===== src/rtl/dvsd_seqmul_n.sv =====
// dvsd_seqmul_n: iterative shift-add multiplier, WIDTH x WIDTH -> 2*WIDTH.
// One multiplier bit is consumed per CALC cycle, so latency is fixed at WIDTH cycles.
// Signed mode multiplies the operand magnitudes and negates the product when the
// operand signs differ.
module dvsd_seqmul_n #(
  parameter int WIDTH = 8
) (
  input  logic               clock,
  input  logic               reset_n,
  input  logic               in_valid,
  output logic               in_ready,
  input  logic [WIDTH-1:0]   a,
  input  logic [WIDTH-1:0]   b,
  input  logic               is_signed,
  output logic               out_valid,
  input  logic               out_ready,
  output logic [2*WIDTH-1:0] m,
  output logic               busy
);

  localparam int PW = 2 * WIDTH;
  localparam int CW = (WIDTH > 2) ? $clog2(WIDTH) : 1;
  localparam logic [CW-1:0] LAST = CW'(WIDTH - 1);

  typedef enum logic [1:0] {
    IDLE = 2'd0,
    CALC = 2'd1,
    DONE = 2'd2
  } state_t;

  state_t            state_reg;
  state_t            state_next;
  logic [PW-1:0]     a_sh_reg;
  logic [WIDTH-1:0]  b_sh_reg;
  logic [PW-1:0]     acc_reg;
  logic [CW-1:0]     count_reg;
  logic              neg_reg;
  logic [PW-1:0]     m_reg;

  logic              a_neg;
  logic              b_neg;
  logic [WIDTH-1:0]  a_mag;
  logic [WIDTH-1:0]  b_mag;
  logic [PW-1:0]     addend;
  logic [PW-1:0]     sum;
  logic [PW-1:0]     final_prod;
  logic              last_bit;

  // Operand magnitudes; the WIDTH-bit negate maps the most negative value onto
  // 2^(WIDTH-1), which is still representable as an unsigned magnitude.
  always_comb begin
    a_neg = is_signed & a[WIDTH-1];
    b_neg = is_signed & b[WIDTH-1];
    a_mag = a_neg ? (~a + WIDTH'(1)) : a;
    b_mag = b_neg ? (~b + WIDTH'(1)) : b;
  end

  // Partial product for this cycle: shifted multiplicand gated by the current multiplier bit.
  genvar gi;
  generate
    for (gi = 0; gi < PW; gi++) begin : g_addend
      assign addend[gi] = a_sh_reg[gi] & b_sh_reg[0];
    end
  endgenerate

  assign sum        = acc_reg + addend;
  assign final_prod = neg_reg ? (~sum + PW'(1)) : sum;
  assign last_bit   = (count_reg == LAST);

  // State register.
  always_ff @(posedge clock or negedge reset_n) begin
    if (!reset_n) state_reg <= IDLE;
    else          state_reg <= state_next;
  end

  // Next-state logic: accept only in IDLE, finish after WIDTH CALC cycles, hold DONE until taken.
  always_comb begin
    state_next = state_reg;
    case (state_reg)
      IDLE:    if (in_valid)  state_next = CALC;
      CALC:    if (last_bit)  state_next = DONE;
      DONE:    if (out_ready) state_next = IDLE;
      default: state_next = IDLE;
    endcase
  end

  // Datapath: latch operands on accept, shift-add during CALC, register the product on the last bit.
  always_ff @(posedge clock or negedge reset_n) begin
    if (!reset_n) begin
      a_sh_reg  <= '0;
      b_sh_reg  <= '0;
      acc_reg   <= '0;
      count_reg <= '0;
      neg_reg   <= 1'b0;
      m_reg     <= '0;
    end else begin
      case (state_reg)
        IDLE: begin
          if (in_valid) begin
            a_sh_reg  <= {{WIDTH{1'b0}}, a_mag};
            b_sh_reg  <= b_mag;
            acc_reg   <= '0;
            count_reg <= '0;
            neg_reg   <= a_neg ^ b_neg;
          end
        end
        CALC: begin
          acc_reg   <= sum;
          a_sh_reg  <= a_sh_reg << 1;
          b_sh_reg  <= b_sh_reg >> 1;
          if (last_bit) begin
            m_reg     <= final_prod;
            count_reg <= '0;
          end else begin
            count_reg <= count_reg + CW'(1);
          end
        end
        default: ;
      endcase
    end
  end

  assign m         = m_reg;
  assign in_ready  = (state_reg == IDLE);
  assign out_valid = (state_reg == DONE);
  assign busy      = (state_reg != IDLE);

endmodule

===== config.mk =====
export PLATFORM = sky130hd
export DESIGN_NAME = dvsd_seqmul_n
export DESIGN_NICKNAME = d
export VERILOG_FILES = /design/src/rtl/dvsd_seqmul_n.sv
export SDC_FILE = /design/constraint.sdc
export NUM_CORES = 1
export LEC_CHECK = 0
export BUFFER_PORTS_ARGS = -buffer_cell sky130_fd_sc_hd__buf_2
export CORE_ASPECT_RATIO = 0.75
export CORE_MARGIN = 2
export CORE_UTILIZATION = 30
export CTS_CLUSTER_SIZE = 40
export DETAILED_ROUTE_END_ITERATION = 10
export PLACE_DENSITY_LB_ADDON = 0.08
export RECOVER_POWER = 50
export SYNTH_ARGS = -nofsm -noshare
export SYNTH_HDL_FRONTEND = slang
export SYNTH_SLANG_ARGS = --single-unit

===== constraint.sdc =====
create_clock -name clock -period 4 [get_ports clock]
set_clock_uncertainty 0.05 [all_clocks]
set_input_delay 0 -clock clock [delete_from_list [all_inputs] [get_ports clock]]
set_output_delay 0 -clock clock [all_outputs]
set_load 0.03 [all_outputs]

# Word level (Yosys, flattened, before mapping)
# Index checks and enable logic that the tools add are counted.
[totals]
reg_bits = 62
input_bits = 21
output_inout_bits = 19
[classes]
n_addsub = 5
n_eq_ne = 6
n_mux = 16
bitwise_logic = 22
n_reduce_logical = 7
[ops]
columns = ["op", "n"]
rows = [
  ["$pmux W16 S2", 2],
  ["$mux W16", 3],
  ["$mux W8", 3],
  ["$and A1 B1 Y1", 18],
  ["$add A16 B1 Y16 const B", 1],
  ["$add A16 B16 Y16", 1],
  ["$add A8 B1 Y8 const B", 2],
  ["$not A16 Y16", 1],
  ["$not A8 Y8", 2],
  ["$pmux W8 S2", 1],
  ["$mux W2", 3],
  ["$mux W3", 2],
  ["$pmux W2 S3", 1],
  ["$pmux W3 S2", 1],
  ["$reduce_and A2 Y1", 3],
  ["$ne A2 B2 Y1 const B", 2],
  ["$reduce_bool A2 Y1", 2],
  ["$add A3 B1 Y3 const B", 1],
  ["$eq A3 B3 Y1 const B", 1],
  ["$reduce_and A3 Y1", 1],
  ["$eq A2 B1 Y1 const B", 1],
  ["$eq A2 B2 Y1 const B", 1],
  ["$logic_not A2 Y1", 1],
  ["$ne A2 B1 Y1 const B", 1],
  ["$xor A1 B1 Y1", 1],
]

# Longest topological paths before layout
# Gate-level depths: netlist of run 1.
[depth]
ltp_word = 5
depth_mapped = 13
depth_no_buf = 12

# Worst setup path after synthesis of run 1
# Ideal clock, no wire load.
[synth_timing]
kind = "reg2reg"
from = "register b_sh_reg[0]"
to = "register m_reg[13] (netlist: m[13])"
setup_ns = 0.136
t_arrival_ns = 3.276
required_ns = 3.814
slack_ns = 0.537
path_stages_with_launch = 14
path_buffers = 1
cell_sequence = "dfrtp_1 > clkbuf_1 > and2_1 > ha_1 > fa_1 > a211oi_1 > o31ai_1 > o2111ai_1 > nand2_1 > xor2_1 > or4_1 > o31ai_1 > xor2_1 > o21ai_0"
[synth_between]
elab_chain_cells = 5
elab_cells_between_ends = 18
cone_classes = "add/sub: 2; mux: 1; bitwise: 15"
[synth_rtl]
columns = ["element", "line_no", "text"]
rows = [
  ["start: declaration", "34", "logic [WIDTH-1:0] b_sh_reg;"],
  ["start signal: assignment", "101", "b_sh_reg <= b_mag;"],
  ["start signal: assignment", "110", "b_sh_reg <= b_sh_reg >> 1;"],
  ["$and A1 B1 Y1", "62", "assign addend[gi] = a_sh_reg[gi] & b_sh_reg[0];"],
  ["$add A16 B16 Y16 *", "66", "assign sum = acc_reg + addend;"],
  ["$not A16 Y16", "67", "assign final_prod = neg_reg ? (~sum + PW'(1)) : sum;"],
  ["$add A16 B1 Y16", "67", ""],
  ["$mux W16 *", "67", ""],
  ["end signal: assignment", "112", "m_reg <= final_prod;"],
  ["end: declaration", "38", "logic [PW-1:0] m_reg;"],
]
# Mark *: on every way between the ends. The rest lies on a longest branch, timed or not.
# A chain may end at the register's enable or synchronous reset.

# Worst setup path in the final report of run 1
# Ends and elaborated chain as after synthesis.

==> results.md, run 1 <==
- Run status: complete, but fails checks
- Failing checks: capacitance limit, slew limit
- Share of layout cells above drive strength 1: 0.0960
- Int Pwr: 2170 µW
- Pwr dens: 845 mW/mm²
- Critical path's slowest cell: or4_1
- Row count: 35
- Net Sw Power: roughly 1700 µW
- CP Data Required Time: 4120 ps
- Most frequent cells in the layout: 68 x nand2_1, 62 x dfrtp_1, 52 x o21ai_0, 22 x clkbuf_1
- PnR worst setup slack: about 360 ps
- RSZ-0062 raised after global routing: false
- Setup violators final: 0
- Fin area: between 0.004 and 0.005 mm²
- Largest net degree at the start of global routing: 34
- Seq/Total Area, Yosys: 0.416
- Fill count: ~1,300
- CP endpoint kind: flip-flop
- Starting density of the core: 0.306
- Die span in x: approximately 130 µm
- Sequential power share: 0.281
- Top cells by area, synth: dfrtp_1 42%, o21ai_0 7.0%, nand2_1 6.8%
- Worst-path cell chain: and2_1 > ha_1 > fa_1 > a211oi_1 > o31ai_1 > o2111ai_1 > nand2_1 > xor2_1 > or4_1 > o31ai_1 > xor2_1 > o21ai_0
- Height of the die: slightly above 100 µm
- 1st-iter DRT viols: 136
- Min-Delay Path Class: in2reg
- IO Port Bufs: 39
- CTS Sinks: 62
- WL per Instance: 14.6 µm
- Detailed-route via count: just over 3,000
- Diode count: 0
- I/O pins: 40
- Count of final hold-check violations: 0
- Syn Nets: ~460
- Crit path arrival time: 3760 ps
- GRT Util Overall: 0.154
- Commonest non-fill, non-tap cell in the layout: nand2_1
- DR pass1 iterations: 4
- GPL Wtd Cong: roughly 0.80
- Critical path startpoint category: flip-flop
- Gr ovfl total: 0
- Final net count: 516
- Max VDD drop: roughly 0.25 mV
- CTS tree: done
- # H-tree levels: 3
- Layout area overhead: 23.6%
- Dpl hpwl: 6720 µm
- Combinational share of power: 0.504
- Post-Synthesis Cells: 416
- Sw Ratio: 0.443
- Clock latency on the worst-skew pair: ~320 ps
- Core area: about 0.012 mm²
- Area leader, netlist: dfrtp_1
- Total die area: about 0.013 mm²
- Synth Warn #: 0
- Pre-CTS setup slack: 342 ps
- Slew HR: -0.186
- First-pass GRT wire length: between 15,000 and 20,000 µm
- Setup bufs post-CTS: 0
- Worst Setup SP: b_sh_reg[0]
- Bufs on Longest Clock Path: 2
- Max Clock Freq: roughly 270 MHz
- Pleak: roughly 0.0021 µW
- Crit Path Max Fanout: 9
- Mapped Area: about 0.0037 mm²
- Clock Power Share: 0.215
- DRC: 0
- Final ANT Viol Nets: 0
- Placed cell areas: 0.00412 mm²
- Worst slew pin tran: 1780 ps
- Routed wire length: around 9400 µm
- Number of CTS-inserted buffers: 9
- Synth cell types: between 40 and 50
- Clock transition at path regs: approximately 50 ps
- FF/Latch Area: about 0.0016 mm²
- Mapped Avg Cell Area: roughly 9 µm²
- Final count of pins violating max slew: 31
- CP peak stage delay: ~570 ps
- Share of the clock period used by the worst path: 0.911
- #FFs+latches synth: just over 60
- Multi-input gate area: 0.00208 mm²
- Critical path type: reg2reg
- Max cap viols: 1
- Tmin final: between 3000 and 4000 ps
- Hold Startpoint: in_valid
- Number of global-route vias before repair: about 3,200
- Vias per inst: roughly 4.8
- Clk root buf: clkbuf_16
- Reg2reg start: b_sh_reg[0]
- Antenna violations before repair: 0
- Setup tns final: 0 ps
- Yosys top cell area share: 0.416
-- layout make-up --
cell class	instances	share of cell area
Tap cell	166	0.0450
Sequential cell	62	0.336
Timing Repair Buffer	66	0.0916
Clock inverter	4	0.0152
Multi-Input combinational cell	325	0.450
Inverter	10	0.00813
Clock buffer	12	0.0534
-- critical path: cells and delay by family (launching register included) --
family,cells,cell delay (ps)
compound gates,5,1150
xor+xnor,2,360
fa+ha+maj,2,650
flops,1,440
simple gates,3,840
-- logic make-up (layout without fill, tap and decap cells) --
family	count (synthesis)	after routing	share of synthesized area
adder cells (fa/ha/maj)	21	21	0.0724
AO/OA/AOI/OAI	113	113	0.195
multiplexers	5	5	0.0134
XOR/XNOR	40	40	0.0938
buffers and inverters	29	92	0.0292
flip-flops	62	62	0.416
AND/OR/NAND/NOR	146	146	0.181
-- Yosys cell counts --
library cell and count:
a21oi_1 11, nor4_2 1, fa_1 1, mux2i_1 5, xor2_1 19, and2_1 17, a2111oi_4 1, and3_4 1
o41ai_1 2, nand3b_1 1, o21ba_2 1, o21a_1 1, nor2b_1 1, nand2_1 68, inv_1 10, a221oi_1 2
o31ai_1 6, nand3_1 21, nand4_1 2, a311oi_1 1, o21ai_1 1, a22oi_1 14, clkbuf_1 18, nand2b_1 3
xnor2_1 21, a22o_1 5, nor3_1 5, o21bai_1 1, a31oi_1 5, o41ai_2 1, dfrtp_1 62, o21ai_0 52
nor2_1 20, ha_1 20, buf_1 1, a211oi_1 1, or4_1 2, a21o_1 7, nor4_1 1, or3_1 2
and3_1 1, o2111ai_1 1
-- power groups by stage --
stage | logic [µW] | clock network [µW] | registers, µW
detailed placement | 2000 | 0 | 1100
floorplan | 1350 | 0 | 1180
global placement | 1990 | 0 | 1100
global route | 2230 | 896 | 1140
CTS | 2020 | 861 | 1100
finish | 1970 | 837 | 1100
-- stage by stage --
step / utilization / total power [µW] / hold WS [ps] / instances
after floorplan: - / 2530 / -346 / 416
after global placement: 0.337 / 3090 / 64.5 / 608
after detailed placement: 0.337 / 3100 / 77.1 / 608
after CTS: 0.380 / 3980 / 259 / 645
after global routing: 0.378 / 4270 / 359 / 645
final: 0.378 / 3900 / 322 / 645
-- repair_timing --
item,CTS,global route
hold endpoints to repair,47,0
hold buffers,21,0
resized for setup,0,0
-- routing by layer --
metal / GRT usage / vias up / wire (µm)
li1: - / 1581 / -
met1: 0.209 / 1438 / 4850
met2: 0.249 / 46 / 4180
met3: 0.0327 / 8 / 250
met4: 0.0471 / 0 / 117
met5: 0 / - / 0
-- final timing paths --
path	end	slack, ps	cells after the start
worst max-delay path	m[13]	360	12
worst min-delay path	a_sh_reg[9]	320	3
worst max register to register	m[13]	360	12
worst min register to register	m[13]	420	2
max in group asynchronous	neg_reg	1620	3
min in group asynchronous	m[10]	640	2
No activity file was read; power rests on OpenSTA's default activity.
==> run 2, diff against run 1 <==
--- a/config.mk
+++ b/config.mk
@@ -8,7 +8,8 @@
 export BUFFER_PORTS_ARGS = -buffer_cell sky130_fd_sc_hd__buf_2
 export CORE_ASPECT_RATIO = 0.75
 export CORE_MARGIN = 2
-export CORE_UTILIZATION = 30
+export CORE_UTILIZATION = 61
+export CTS_BUF_LIST = sky130_fd_sc_hd__clkbuf_8
 export CTS_CLUSTER_SIZE = 40
 export DETAILED_ROUTE_END_ITERATION = 10
 export PLACE_DENSITY_LB_ADDON = 0.08
==> run 2 against run 1 <==
Against the previous run:
- the flow finishes with violations (capacitance limit)
- critical path depth unchanged
- design area decreased by 5.7%
- combinational power decreased by 2%
- wire length decreased by 9.6%
- total power decreased by 10%
- die area decreased by 49%
- critical endpoint is now m[12]
- largest cell class unchanged
==> results.md, run 2 (synthesized netlist as in run 1, its figures left out) <==
- Run status: complete, but fails checks
- Failing checks: capacitance limit
- # H-tree levels: 3
- Share of the clock period used by the worst path: 0.916
- R2R depth: 12
- Cells after DPL: approximately 520
- RSZ-0062 raised after global routing: false
- Bufs on Longest Clock Path: 2
- Pleak: roughly 0.002 µW
- Core area: between 0.005 and 0.006 mm²
- WL per Instance: roughly 15 µm
- I/O pins: 40
- Tmin final: ~3700 ps
- Dpl hpwl: 5630 µm
- Max VDD drop: 0.444 mV
- Critical path startpoint category: flip-flop
- Sequential power share: 0.313
- Slew HR: 0.00585
- Number of CTS-inserted buffers: 9
- Max Clock Freq: ~270 MHz
- Clock latency on the worst-skew pair: approximately 340 ps
- Gr ovfl total: 0
- Final net count: about 520
- Final count of pins violating max slew: 0
- Number of global-route vias before repair: roughly 2,900
- Clock transition at path regs: 70 ps
- Total die area: 0.00677 mm²
- Height of the die: between 70 and 80 µm
- Worst-path cell chain: and2_1 > ha_1 > fa_1 > a211oi_1 > o31ai_1 > o2111ai_1 > nand2_1 > xor2_1 > or4_1 > o21ai_0 > xor2_1 > o21ai_0
- Int Pwr: 1830 µW
- CP peak stage delay: 590 ps
- Setup violators final: 0
- CP delay by family, top: compound AO/OA/AOI/OAI gates
- CP endpoint kind: flip-flop
- CP Depth: 12
- Combinational share of power: 0.552
- Final ANT Viol Nets: 0
- Clock Power Share: 0.135
- GPL Wtd Cong: 0.839
- Diode count: 0
- Pwr dens: between 800 and 900 mW/mm²
- Min-Delay Path Class: in2reg
- Layout area overhead: 16.5%
- Detailed-route via count: around 3,200
- Clk root buf: clkbuf_8
- CTS Sinks: between 60 and 70
- Count of final hold-check violations: 0
- Commonest non-fill, non-tap cell in the layout: nand2_1
- Fin cells: about 560
- Setup bufs post-CTS: 0
- DR pass1 iterations: 5
- Routed wire length: 8490 µm
- Crit path arrival time: between 3000 and 4000 ps
- Die span in x: ~94 µm
- Buffers plus inverters on the worst setup path: 0
- First-pass GRT wire length: 14,200 µm
- CP Data Required Time: just over 4000 ps
- IO Port Bufs: 39
- Max cap viols: 1
- Vias per inst: 5.68
- Fill count: ~460
- Setup tns final: 0 ps
- Largest net degree at the start of global routing: 63
- Antenna violations before repair: 0
- Crit Path Max Fanout: 7
- Worst slew pin tran: roughly 1500 ps
- Net Sw Power: 1660 µW
- GRT Util Overall: 0.273
- CTS tree: done
- Share of layout cells above drive strength 1: 0.100
- Sw Ratio: 0.476
- Row count: 24
- Critical path type: reg2reg
- Starting density of the core: 0.638
- 1st-iter DRT viols: 225
- Critical path's slowest cell: or4_1
- DRC: 0
- Most frequent cells in the layout: 68 x nand2_1, 62 x dfrtp_1, 52 x o21ai_0, 23 x buf_2
- Cell count of the worst hold path: 3
-- run 2: changes by cell type in the layout (fill, tap and decap cells not counted), moves of 2 or more --
cell | before | now
buf_2 | 19 | 23
inv_1 | 10 | 12
clkbuf_1 | 22 | 16
clkbuf_8 | 1 | 10
clkbuf_16 | 9 | 0
bufinv_16 | 2 | 0
-- run 2: repair_timing --
action,CTS,global route
resized for setup,0,0
hold buffers,21,0
hold endpoints to repair,80,0
-- run 2: final timing paths --
check                            startpoint           end  slack [ps]
min in group asynchronous           reset_n          m[9]         580
worst max register to register  b_sh_reg[0]         m[12]         340
worst min-delay path               in_valid  count_reg[2]         300
worst min register to register        m[15]         m[15]         430
max in group asynchronous           reset_n    acc_reg[3]        2410
worst max-delay path            b_sh_reg[0]         m[12]         340
-- run 2: per-stage QoR --
stage | hold slack, ps | cell area [µm²] | total power (µW) | utilization | setup slack [ps]
3_5_place_dp | 146 | 4000 | 3020 | 0.682 | 345
6_report | 296 | 4350 | 3490 | 0.743 | 336
4_1_cts | 276 | 4370 | 3510 | 0.747 | 337
5_1_grt | 315 | 4350 | 3790 | 0.743 | 87.9
3_3_place_gp | 149 | 4000 | 2970 | 0.682 | 442
2_1_floorplan | -346 | 3730 | 2530 | - | 537
-- run 2: power by group through the flow --
stage	Sequential, µW	Clock (µW)	Combinational [µW]
CTS	1090	483	1940
floorplan	1180	0	1350
global placement	1090	0	1880
global route	1130	520	2140
finish	1090	473	1930
detailed placement	1100	0	1920
-- run 2: area by class of cell --
cell class / instances / area [µm²] / share of cell area
clock buffer: 10 / 138 / 0.0316
clock inverter: 6 / 30.0 / 0.00690
inverter: 10 / 37.5 / 0.00863
multi-input combinational: 325 / 2080 / 0.477
sequential: 62 / 1550 / 0.357
tap: 78 / 97.6 / 0.0224
timing repair buffer: 65 / 420 / 0.0966
-- run 2: metal layers --
metal  track usage  part of all wire  wire, µm
met5             0                 0         0
met4        0.0741             0.010        87
met3        0.0778             0.053       449
met2         0.424              0.45      3830
met1         0.380              0.49      4130
-- run 2: worst min-delay path, stage by stage --
cell     delay (ps)
buf_2           110
and2_1          310
o21ai_0         220
==> run 3, diff against run 2 <==
--- a/config.mk
+++ b/config.mk
@@ -8,12 +8,13 @@
 export BUFFER_PORTS_ARGS = -buffer_cell sky130_fd_sc_hd__buf_2
 export CORE_ASPECT_RATIO = 0.75
 export CORE_MARGIN = 2
-export CORE_UTILIZATION = 61
+export CORE_UTILIZATION = 55
 export CTS_BUF_LIST = sky130_fd_sc_hd__clkbuf_8
 export CTS_CLUSTER_SIZE = 40
 export DETAILED_ROUTE_END_ITERATION = 10
 export PLACE_DENSITY_LB_ADDON = 0.08
 export RECOVER_POWER = 50
+export SLEW_MARGIN = 20
 export SYNTH_ARGS = -nofsm -noshare
 export SYNTH_HDL_FRONTEND = slang
 export SYNTH_SLANG_ARGS = --single-unit
==> constraint.sdc (replaced) <==
create_clock -name clock -period 3.13 [get_ports clock]
set_clock_uncertainty 0.05 [all_clocks]
set_input_delay 0 -clock clock [delete_from_list [all_inputs] [get_ports clock]]
set_output_delay 0 -clock clock [all_outputs]
set_load 0.03 [all_outputs]
==> run 3 against run 2 <==
Against the previous run:
- the flow finishes with violations (setup timing)
- design area increased by 14%
- critical path depth did not move
- final cell count is 11% higher
- clock power grew 26%
- first-iteration DRC count down 26%
- sequential cell count stayed put
- total power rose by 56%
- highest routed layer unchanged
- sequential power is 29% higher
- combinational power grew 79%
- fmax grew 12%
- non-clock buffer count increased by 58
- sequential share of layout area decreased by 4.5 points
==> results.md, run 3 (synthesized netlist as in run 1, its figures left out) <==
- Run status: complete, but fails checks
- Failing checks: setup timing
- Pwr dens: between 1000 and 1500 mW/mm²
- Vias per inst: between 5 and 6
- DR pass1 iterations: 4
- Crit Path Max Fanout: 6
- Bufs on Longest Clock Path: 2
- GRT Util Overall: 0.264
- Clock transition at path regs: ~70 ps
- Max Clock Freq: roughly 310 MHz
- DRC: 0
- Share of the clock period used by the worst path: 1.04
- Total die area: roughly 0.0075 mm²
- Detailed-route via count: roughly 3,400
- 1st-iter DRT viols: 167
- CP Data Required Time: around 3300 ps
- IO Port Bufs: 39
- Most frequent cells in the layout: 68 x nand2_1, 62 x buf_4, 61 x dfrtp_1, 50 x o21ai_0
- Row count: 25
- Number of CTS-inserted buffers: 9
- Combinational share of power: 0.632
- Sw Ratio: 0.449
- Final net count: ~570
- Fin area: approximately 0.005 mm²
- Fill count: 449
- Placed cell areas: 0.00446 mm²
- Routed wire length: around 9400 µm
- I/O pins: 40
- Number of global-route vias before repair: approximately 3,400
- RSZ-0062 raised after global routing: true
- Max cap viols: 0
- Clk root buf: clkbuf_8
- Cell count of the worst hold path: 4
- Die span in x: ~100 µm
- Critical path startpoint category: flip-flop
- PnR worst setup slack: -135 ps
- CP endpoint kind: flip-flop
- Gr ovfl total: 0
- Cells after DPL: 569
- Setup violators final: 5
- First-pass GRT wire length: ~15,000 µm
- Layout area overhead: 33.4%
- Clock latency on the worst-skew pair: 340 ps
- Tmin final: 3270 ps
- Starting density of the core: 0.579
- GPL Wtd Cong: between 0.9 and 1
- # H-tree levels: 3
- Count of final hold-check violations: 0
- Crit path arrival time: between 3000 and 4000 ps
- FF/Latch Area: between 0.0015 and 0.002 mm²
- Sequential power share: 0.259
- Commonest non-fill, non-tap cell in the layout: nand2_1
- WL per Instance: ~15 µm
- Fin cells: about 620
- Multi-input gate area: 0.00228 mm²
- Dpl hpwl: around 6500 µm
- Clock Power Share: 0.109
- Critical path type: reg2reg
- Final ANT Viol Nets: 0
- Net Sw Power: 2450 µW
- CTS Sinks: a little over 60
- Min-Delay Path Class: in2reg
- Int Pwr: roughly 3000 µW
- Height of the die: roughly 75 µm
- Worst slew pin tran: about 1200 ps
- Antenna violations before repair: 0
- Largest net degree at the start of global routing: 41
- Max VDD drop: 0.587 mV
- Diode count: 0
- Pre-CTS setup slack: -151 ps
- Final count of pins violating max slew: 0
- Pleak: 0.00236 µW
- Share of layout cells above drive strength 1: 0.245
- R2R depth: 12
- Core area: approximately 0.0064 mm²
- Slew HR: 0.200
- CTS tree: done
## run 3: cell count changes in the layout (fill, tap and decap cells not counted), moves of 4 or more
| cell | before | now |
|---|---|---|
| xnor2_2 | 0 | 4 |
| buf_4 | 4 | 62 |
| xnor2_1 | 21 | 17 |
| ha_1 | 20 | 15 |
| ha_4 | 0 | 4 |
## run 3: layer usage
metal | GRT usage | wire length, µm | up-vias
met2 | 0.456 | 4520 | 94
li1 | - | - | 1696
met5 | 0 | 0 | -
met4 | 0.0928 | 108 | 0
met3 | 0.0532 | 402 | 13
met1 | 0.339 | 4400 | 1629
## run 3: cell type report
type / instances / share of cell area
Clock inverter: 4 / 0.00352
Multi-Input combinational cell: 325 / 0.458
Sequential cell: 62 / 0.312
Timing Repair Buffer: 123 / 0.171
Tap cell: 81 / 0.0203
Inverter: 10 / 0.00754
Clock buffer: 10 / 0.0276
## run 3: critical path, cell delays in order (launching register included)
cell       delay [ps]
dfrtp_2           440
and2_1            150
ha_2              180
fa_2              370
a211oi_4          260
o31ai_2           130
o2111ai_2         210
nand2_1           120
xor2_2            180
or4_4             580
o41ai_4           230
xnor2_1           160
o21ai_1            70
## run 3: power groups by stage
stage          Clock, µW  Combinational (µW)  Sequential (µW)
2_1_floorplan          0                1830             1520
3_3_place_gp           0                3050             1390
3_5_place_dp           0                3140             1410
4_1_cts              601                3300             1400
5_1_grt              633                3770             1450
6_report             595                3450             1410
## run 3: final timing paths
path                        startpoint          end  slack [ps]
min in group asynchronous      reset_n        m[15]         380
hold reg to reg                  m[13]        m[13]         430
hold / removal                in_valid  a_sh_reg[9]         150
setup / recovery           b_sh_reg[0]        m[14]        -140
max in group asynchronous      reset_n  b_sh_reg[0]         990
setup reg to reg           b_sh_reg[0]        m[14]        -140
## run 3: per-stage QoR
step / setup TNS (ps) / power, µW / utilization / hold WS [ps]
after floorplan: -325 / 3360 / - / -346
after global placement: -98.7 / 4440 / 0.691 / -52.1
after detailed placement: -344 / 4550 / 0.691 / -53.9
after CTS: -271 / 5300 / 0.764 / 113
after global routing: -1370 / 5860 / 0.773 / 169
final: -377 / 5460 / 0.773 / 153
## run 3: what timing repair did
item                                    CTS  global route
hold buffers                             21             0
endpoints found under the setup margin    5             6
setup buffers                             4             7
pin swaps                                 9             9
gates resized for setup                  10             6
hold endpoints to repair                 40             0
